File: src/rtl/uart_pkg.sv
// uart_pkg
//   Definitions shared by the UART transmitter and receiver: the frame
//   state encoding, the legal parameter ranges and the parity helper.
//   No ports; import with "import uart_pkg::*;".

package uart_pkg;

  // Frame sequencing states. SYNC is a one-tick wait after an accept so
  // that the start bit always occupies a full baud period.
  typedef enum logic [2:0] {
    ST_IDLE,
    ST_SYNC,
    ST_START,
    ST_DATA,
    ST_PARITY,
    ST_STOP
  } uart_state_t;

  // Legal framing parameter limits.
  localparam int MIN_DATA_BITS = 5;
  localparam int MAX_DATA_BITS = 8;
  localparam int MIN_STOP_BITS = 1;
  localparam int MAX_STOP_BITS = 2;

  // Parity of a data word. Unused upper bits must be zero. With odd set,
  // the result makes the total count of ones (data + parity) odd.
  function automatic logic parity_bit(input logic [MAX_DATA_BITS-1:0] data,
                                      input logic                     odd);
    return (^data) ^ odd;
  endfunction

endpackage

File: src/rtl/uart_tx.sv
// uart_tx
//   Serialises parallel words onto an idle-high UART line: one start bit,
//   DATA_BITS data bits LSB first, optional parity, STOP_BITS stop bits.
//   Every bit lasts exactly one baud_tick period; back-to-back frames
//   follow each other with no idle gap when tx_valid is held.
// Ports
//   clk        system clock, all logic on the rising edge
//   rst        synchronous active-high reset
//   baud_tick  one-clock strobe per bit period (shared with the receiver)
//   tx_data    word to send, captured on accept
//   tx_valid   upstream has a word; held with stable data until accepted
//   tx_ready   combinational; accept = tx_valid && tx_ready
//   tx         registered serial line output, idles high
//   tx_busy    high whenever a frame is in progress
//   tx_done    one-clock pulse when the final stop bit period ends

module uart_tx #(
  parameter int DATA_BITS  = 8,
  parameter int PARITY_EN  = 0,
  parameter int PARITY_ODD = 0,
  parameter int STOP_BITS  = 1
) (
  input  logic                 clk,
  input  logic                 rst,
  input  logic                 baud_tick,
  input  logic [DATA_BITS-1:0] tx_data,
  input  logic                 tx_valid,
  output logic                 tx_ready,
  output logic                 tx,
  output logic                 tx_busy,
  output logic                 tx_done
);

  import uart_pkg::*;

  if (DATA_BITS < MIN_DATA_BITS || DATA_BITS > MAX_DATA_BITS) begin : g_bad_data_bits
    $error("uart_tx: DATA_BITS=%0d outside %0d..%0d", DATA_BITS, MIN_DATA_BITS, MAX_DATA_BITS);
  end
  if (STOP_BITS < MIN_STOP_BITS || STOP_BITS > MAX_STOP_BITS) begin : g_bad_stop_bits
    $error("uart_tx: STOP_BITS=%0d must be %0d or %0d", STOP_BITS, MIN_STOP_BITS, MAX_STOP_BITS);
  end

  localparam int              BCW       = $clog2(DATA_BITS);
  localparam logic [BCW-1:0]  LAST_BIT  = BCW'(DATA_BITS - 1);
  localparam logic            STOP_LAST = 1'(STOP_BITS - 1);
  localparam logic            PAR_EN    = (PARITY_EN != 0);
  localparam logic            ODD       = (PARITY_ODD != 0);

  uart_state_t              state;
  uart_state_t              next_state;
  logic [DATA_BITS-1:0]     shift;
  logic [BCW-1:0]           bit_cnt;
  logic                     stop_cnt;
  logic                     par;
  logic                     last_stop_tick;
  logic                     last_data;
  logic                     accept;
  logic [MAX_DATA_BITS-1:0] data_ext;

  // The closing tick of the final stop bit is also an accept window, which
  // is what lets a held tx_valid start the next frame with no idle gap.
  assign last_stop_tick = (state == ST_STOP) && baud_tick && (stop_cnt == STOP_LAST);
  assign last_data      = (bit_cnt == LAST_BIT);
  assign accept         = tx_valid && tx_ready;

  always_comb begin
    data_ext                 = '0;
    data_ext[DATA_BITS-1:0]  = tx_data;
  end

  // State register.
  always_ff @(posedge clk) begin
    if (rst) state <= ST_IDLE;
    else     state <= next_state;
  end

  // Next-state logic. Leaving IDLE needs no tick; everything else waits for one.
  always_comb begin
    next_state = state;
    unique case (state)
      ST_IDLE:   if (accept) next_state = ST_SYNC;
      ST_SYNC:   if (baud_tick) next_state = ST_START;
      ST_START:  if (baud_tick) next_state = ST_DATA;
      ST_DATA:   if (baud_tick && last_data) next_state = PAR_EN ? ST_PARITY : ST_STOP;
      ST_PARITY: if (baud_tick) next_state = ST_STOP;
      ST_STOP:   if (last_stop_tick) next_state = tx_valid ? ST_START : ST_IDLE;
      default:   next_state = ST_IDLE;
    endcase
  end

  // Outputs derived directly from state.
  always_comb begin
    tx_ready = (state == ST_IDLE) || last_stop_tick;
    tx_busy  = (state != ST_IDLE);
  end

  // Datapath: the line value for each bit is registered on the tick that
  // opens that bit's period, so tx only ever changes on a baud tick.
  always_ff @(posedge clk) begin
    if (rst) begin
      tx       <= 1'b1;
      tx_done  <= 1'b0;
      shift    <= '0;
      bit_cnt  <= '0;
      stop_cnt <= 1'b0;
      par      <= 1'b0;
    end else begin
      tx_done <= 1'b0;
      if (accept) begin
        shift <= tx_data;
        par   <= parity_bit(data_ext, ODD);
      end
      if (baud_tick) begin
        unique case (state)
          ST_SYNC: tx <= 1'b0;
          ST_START: begin
            tx      <= shift[0];
            shift   <= shift >> 1;
            bit_cnt <= '0;
          end
          ST_DATA: begin
            if (last_data) begin
              if (PAR_EN) begin
                tx <= par;
              end else begin
                tx       <= 1'b1;
                stop_cnt <= 1'b0;
              end
            end else begin
              tx      <= shift[0];
              shift   <= shift >> 1;
              bit_cnt <= bit_cnt + 1'b1;
            end
          end
          ST_PARITY: begin
            tx       <= 1'b1;
            stop_cnt <= 1'b0;
          end
          ST_STOP: begin
            if (stop_cnt != STOP_LAST) begin
              stop_cnt <= 1'b1;
            end else begin
              tx_done <= 1'b1;
              // A word accepted here goes straight to its start bit.
              if (tx_valid) tx <= 1'b0;
            end
          end
          default: ;
        endcase
      end
    end
  end

endmodule

File: config.mk
export PLATFORM = sky130hd
export DESIGN_NAME = uart_tx
export DESIGN_NICKNAME = d
export VERILOG_FILES = /design/src/rtl/uart_pkg.sv /design/src/rtl/uart_tx.sv
export SDC_FILE = /design/constraint.sdc
export NUM_CORES = 1
export LEC_CHECK = 0
export CORE_MARGIN = 2
export CORE_UTILIZATION = 45
export DETAILED_ROUTE_END_ITERATION = 7
export PLACE_DENSITY = 0.74
export SLEW_MARGIN = 40
export SYNTH_ARGS = -nofsm -noshare
export SYNTH_HDL_FRONTEND = slang
export SYNTH_SLANG_ARGS = --single-unit
File: constraint.sdc
create_clock -name clk -period 4 [get_ports clk]
set_clock_uncertainty 0.15 [all_clocks]
set_input_delay 0.6 -clock clk [delete_from_list [all_inputs] [get_ports clk]]
set_output_delay 0.6 -clock clk [all_outputs]
set_load 0.03 [all_outputs]
==> impl_metrics.ini, run 1 <==
[worst_setup_path]
crit_required_ps = 3250
reg2reg_depth = 6
crit_path_max_incr_delay_ps = 660
endpoint_kind = output pin
crit_cells = 4
worstPathCellList = clkdlybuf4s50_1 > nand4b_2 > nand2_1 > clkdlybuf4s50_1
path_class = primary input to output pin
crit_path_max_fanout = 8
cp_slowest_cell = clkdlybuf4s50_1
crit_arrival_ps = 2190
critPathTopFamily = buffers and inverters
crit_top_cell = clkdlybuf4s50_1
r2r-start = bit_cnt[0]$_SDFFE_PP0P_
startpoint_type = primary input
ff2ff_setup_slack_ps = 2040
cp.buffers_inverters = 2
r2r_end = bit_cnt[1]$_SDFFE_PP0P_

[grt]
grt_pass1_wl_um = 2280
antenna_found_initial = 0
grt_pass1_vias = 549
grt-ovfl-total = 0
grt_use_total_pct = 15.1
grt_max_degree = 19

[job]
maxCapViolCount = 0

[placed_design]
gp_congestion = 0.826
place_hpwl_um = 1050
port_buffers = 15

[logic_synthesis]
netlist_area_um2 = 818
syn_area_per_cell_um2 = 9.19
synth_nets = 103
yosys.area.top_type = dfxtp_1
netlist_instances = 89
synth.ff_latch_count = 16
ys_seq_area_share_pct = 39.1
yosys-top-cells-area = dfxtp_1 (39%), mux2i_1 (11%), a211oi_1 (6.4%), nor2_1 (6.0%), ha_1 (3.1%)
yosysWarnings = 0
ys_types = 28
synth_top_area_share_pct = 39.1

[clock_tree]
cts_post_setup_buffers_inserted = 0
cts.sinks = 16
cts_max_level = 1
postCtsHoldBufs = 0
cts_resized = 0
cts_tree = yes
clkTransAtPathRegs_ps = 90
cts_buffer_depth = 2
cts_buffers = 3
worstSkewPairLatency_ps = 290
cts_root_buffer = clkbuf_4

[power]
switchingPower_w = 0.0000978
clock_power_share_pct = 30.3
p_per_area_nw_per_um2 = 369
pwr-share-seq_pct = 50.0
max-vdd-ir-drop_mv = 0.186
comb_power_share_pct = 19.7
netSwitchingFraction_pct = 27.1
p_int_w = 0.000263
leakage_nw = 0.388

[route]
viasPerCell = 5.27
dr.pass1.iters = 4
wl_um = 1450
drtAntennaViolNets = 0
drtIter0Drc = 11
via_count = 654
drc_errors = 0
wl_per_cell_um = 11.7

[timing]
max_slew.worst_pin.slew_ps = 620
clock.fmax_ghz = 0.340
tns_ps = 0
hold_slack_ps = 323
report.final.slew_viol_count = 0
finalCritPeriodShare_pct = 73.4
slew_headroom_pct = 58.6
rsz0062_at_grt = no
finalHoldViolCount = 0
finalCriticalPeriod_ps = 2940
setup_violations = 0

[floorplan]
rows = 15
start_util_pct = 47.4
die_area_um2 = 2180
core_area_um2 = 1730
io_pins = 16
die_w_um = 46.6
die_h_um = 46.6

[worst_hold_path]
hp-start = tx$_SDFFE_PP1P_
hp-class = flop to flop
whs_endpoint = tx$_SDFFE_PP1P_
min_path_cells = 1

[layout]
nets = 114
postLayoutCoreUtil_pct = 56.5
area_delta_synth_final_pct = 19.3
fillers = 167
drive_gt1_share_pct = 7.07
diodes = 0

[run_status]
status = finished clean
## power groups by stage
stage	sequential, W	combinational (W)	clock, W
finish	0.000180	0.0000709	0.000109
global route	0.000182	0.0000765	0.000118
CTS	0.000180	0.0000715	0.000112
detailed placement	0.000184	0.0000712	0
global placement	0.000183	0.0000699	0
floorplan	0.000180	0.0000575	0
## routing by layer
metal  wire length (um)  global-route usage (%)  vias to the layer above
met5                  0                       0                        -
met4                 14                    5.00                        0
met3                 53                    4.71                        2
met2                710                    25.3                       11
met1                675                    18.1                      305
li1                   -                       -                      336
## per-stage QoR
step,instances,total power (W),worst slack [ps],area (um^2)
3_5_place_dp,120,0.000255,1070,940
5_1_grt,124,0.000376,998,976
2_1_floorplan,89,0.000238,1980,818
6_report,124,0.000360,1060,976
3_3_place_gp,120,0.000253,1090,940
4_1_cts,124,0.000363,1060,976
## worst max-delay path by stage
stage               from  endpoint  slack, ps
6_report       baud_tick  tx_ready       1060
3_5_place_dp   baud_tick  tx_ready       1070
4_1_cts        baud_tick  tx_ready       1060
5_1_grt        baud_tick  tx_ready       1000
3_3_place_gp   baud_tick  tx_ready       1090
2_1_floorplan  baud_tick  tx_ready       1980
## layout make-up
| class | count | area, um^2 | share of cell area, % |
|---|---|---|---|
| clock buffer | 4 | 36.3 | 3.72 |
| inverter | 1 | 3.75 | 0.385 |
| multi-input combinational | 63 | 434 | 44.5 |
| sequential | 16 | 320 | 32.8 |
| tap | 25 | 31.3 | 3.21 |
| timing repair buffer | 15 | 150 | 15.4 |
## worst register-to-register path, cell delays in order (launching register included)
cell and delay, ps:
dfxtp_1 330, ha_1 200, ha_1 230, nand2_1 80, nand3_1 440, a22oi_1 350, nor2_1 60
## cell usage after synthesis
cell       number
nand2_1         3
nor2_1         13
mux2i_1         9
nand4_1         1
a21oi_1         4
inv_1           1
nand2b_1        3
nand4b_2        1
o21ai_0         1
nor2b_1         3
and4_1          1
a21boi_4        1
a211oi_1        7
buf_8           1
a31oi_1         1
nand3_1         2
buf_6           2
o21a_1          1
a2111oi_0       1
dfxtp_1        16
a211o_1         1
or3_1           1
or3_4           1
a22oi_1         2
ha_1            2
clkbuf_1        6
nor3_1          3
o22ai_1         1
## cell families (layout without fill, tap and decap cells)
logic type	after synthesis	in the layout	share of synthesized area [%]
buf+inv	10	20	7.80
simple gates	32	32	20.8
fa+ha+maj	2	2	3.06
compound gates	20	20	18.2
mux	9	9	11.0
flops	16	16	39.1
## cells in the final DEF, fill, tap and decap left out
master / n
or3_4: 1
o21ai_0: 1
dfxtp_1: 16
ha_1: 2
clkbuf_8: 1
clkbuf_4: 3
a2111oi_0: 1
o21a_1: 1
a22oi_1: 2
mux2i_1: 9
nand4b_2: 1
a31oi_1: 1
nand4_1: 1
nor2b_1: 3
inv_1: 1
a211oi_1: 7
nor3_1: 3
nand2b_1: 3
nand3_1: 2
or3_1: 1
a21boi_4: 1
nor2_1: 13
a211o_1: 1
a21oi_1: 4
and4_1: 1
clkdlybuf4s50_1: 15
o22ai_1: 1
nand2_1: 3
## state kept, by name, summed over array words and instances, names as in the netlist
register and cells:
tx 1, shift 8, bit_cnt 3, tx_done 1, state 3
(Power assumes the default switching activity.)
==> inputs of run 2 (changes only) <==
--- a/config.mk
+++ b/config.mk
@@ -6,9 +6,9 @@
 export NUM_CORES = 1
 export LEC_CHECK = 0
 export CORE_MARGIN = 2
-export CORE_UTILIZATION = 45
+export CORE_UTILIZATION = 44
 export DETAILED_ROUTE_END_ITERATION = 7
-export PLACE_DENSITY = 0.74
+export PLACE_DENSITY = 0.75
 export SLEW_MARGIN = 40
 export SYNTH_ARGS = -nofsm -noshare
 export SYNTH_HDL_FRONTEND = slang
==> constraint.sdc (replaced) <==
create_clock -name clk -period 2.7 [get_ports clk]
set_clock_uncertainty 0.15 [all_clocks]
set_input_delay 0.405 -clock clk [delete_from_list [all_inputs] [get_ports clk]]
set_output_delay 0.405 -clock clk [all_outputs]
set_load 0.03 [all_outputs]
==> run 2 against run 1 <==
Against the previous run: wire length grew 0.83%; sequential share of layout area fell by 0.50 points; core utilization increased by 0.25 points; worst setup slack worse by 810 ps; power grew 49%; final area grew 1.5%; sequential power rose by 48%.
==> impl_metrics.ini, run 2 (synthesized netlist as in run 1, its figures left out) <==
[run_status]
status = finished clean

[route]
drtAntennaViolNets = 0
wl_per_cell_um = 11.6
via_count = 656
dr.pass1.iters = 3
viasPerCell = 5.21
drtIter0Drc = 5
drc_errors = 0
wl_um = 1470

[grt]
grt_pass1_wl_um = 2250
antenna_found_initial = 0
grt_use_total_pct = 14.6
grt_pass1_vias = 543
grt-ovfl-total = 0
grt_max_degree = 19

[floorplan]
core_area_um2 = 1750
rows = 15
die_w_um = 47.1
die_h_um = 47.1
start_util_pct = 46.9
die_area_um2 = 2220
io_pins = 16

[clock_tree]
cts_buffer_depth = 2
cts_max_level = 1
postCtsHoldBufs = 0
cts.sinks = 16
cts_resized = 0
cts_buffers = 3
worstSkewPairLatency_ps = 290
cts_root_buffer = clkbuf_4
cts_post_setup_buffers_inserted = 0
cts_tree = yes
clkTransAtPathRegs_ps = 100

[worst_setup_path]
crit_path_max_incr_delay_ps = 660
cp.buffers_inverters = 1
worstPathCellList = or3_4 > nand2_1 > clkdlybuf4s50_1
critPathTopFamily = buffers and inverters
reg2reg_depth = 4
r2r-start = state[2]$_SDFFE_PP0P_
crit_start = state[2]$_SDFFE_PP0P_
path_class = flop to output pin
crit_path_max_fanout = 11
ff2ff_setup_slack_ps = 860
startpoint_type = flop
crit_arrival_ps = 1890
endpoint_kind = output pin
worstSetupEndpoint = tx_ready
cp_slowest_cell = clkdlybuf4s50_1
r2r_end = shift[6]$_SDFF_PP0_
crit_required_ps = 2140
crit_cells = 3

[layout]
layout_commonest_cell = dfxtp_1
fillers = 167
regArea_um2 = 320
reg_top3 = shift: 8 flops, bit_cnt: 3 flops, state: 3 flops
diodes = 0
multi_input_area_um2 = 434
max_flop_register = shift
postLayoutCoreUtil_pct = 56.8
nets = 116
drive_gt1_share_pct = 8.91
largest_register_ffs = 8
mostFrequentLayoutCells = dfxtp_1 (16), clkdlybuf4s50_1 (15), nor2_1 (13)
area_delta_synth_final_pct = 21.1

[timing]
finalHoldViolCount = 0
clock.fmax_ghz = 0.409
setup_violations = 0
worst_slack_ps = 256
finalCriticalPeriod_ps = 2440
hold_slack_ps = 319
slew_headroom_pct = 58.4
tns_ps = 0
max_slew.worst_pin.slew_ps = 622
report.final.slew_viol_count = 0
finalCritPeriodShare_pct = 90.5
rsz0062_at_grt = no

[power]
max-vdd-ir-drop_mv = 0.282
p_per_area_nw_per_um2 = 540
leakage_nw = 0.397

[worst_hold_path]
min_path_cells = 1
hp-class = flop to flop

[placed_design]
port_buffers = 15
gp_congestion = 0.687
place_hpwl_um = 1050
place_ws_ps = 300

[job]
maxCapViolCount = 0
[run 2: cell count changes in the layout (fill, tap and decap cells not counted)]
| cell | delta |
|---|---|
| buf_4 | +2 |
[run 2: layout make-up]
cell class                      instances  share of cell area (%)
Sequential cell                        16                    32.3
Inverter                                1                   0.379
Timing Repair Buffer                   17                    16.7
Tap cell                               25                    3.16
Clock buffer                            4                    3.66
Multi-Input combinational cell         63                    43.8
[run 2: stage by stage]
step | cells | cell area, um^2 | power (W)
2_1_floorplan | 89 | 818 | 0.000352
3_3_place_gp | 122 | 955 | 0.000376
3_5_place_dp | 122 | 955 | 0.000379
4_1_cts | 126 | 991 | 0.000541
5_1_grt | 126 | 991 | 0.000562
6_report | 126 | 991 | 0.000535
[run 2: worst min path at each step]
stage / from / slack, ps / end
global route: tx$_SDFFE_PP1P_ / 350 / tx$_SDFFE_PP1P_
detailed placement: tx$_SDFFE_PP1P_ / 300 / tx$_SDFFE_PP1P_
CTS: tx$_SDFFE_PP1P_ / 320 / tx$_SDFFE_PP1P_
global placement: tx$_SDFFE_PP1P_ / 290 / tx$_SDFFE_PP1P_
finish: tx$_SDFFE_PP1P_ / 320 / tx$_SDFFE_PP1P_
floorplan: shift[1]$_SDFF_PP0_ / 330 / shift[0]$_SDFF_PP0_
[run 2: worst reg2reg max path, stage by stage, from the launching register on]
cell and delay, ps:
dfxtp_1 420, or3_4 440, a21boi_4 350, mux2i_1 140, a211oi_1 250
[run 2: where the power goes]
part / internal, W / switching, W / total, W / leakage [nW]
clock: 0.0000822 / 0.0000796 / 0.000162 / 0.0210
combinational: 0.0000561 / 0.0000510 / 0.000107 / 0.245
sequential: 0.000252 / 0.0000141 / 0.000267 / 0.131
[run 2: layer usage]
layer / GRT usage (%) / vias to the layer above / part of all wire, %
met5: 0 / - / 0
met4: 6.67 / 0 / 1.8
met3: 4.62 / 2 / 3.6
met2: 23.3 / 10 / 47
met1: 18.1 / 302 / 48
li1: - / 342 / -
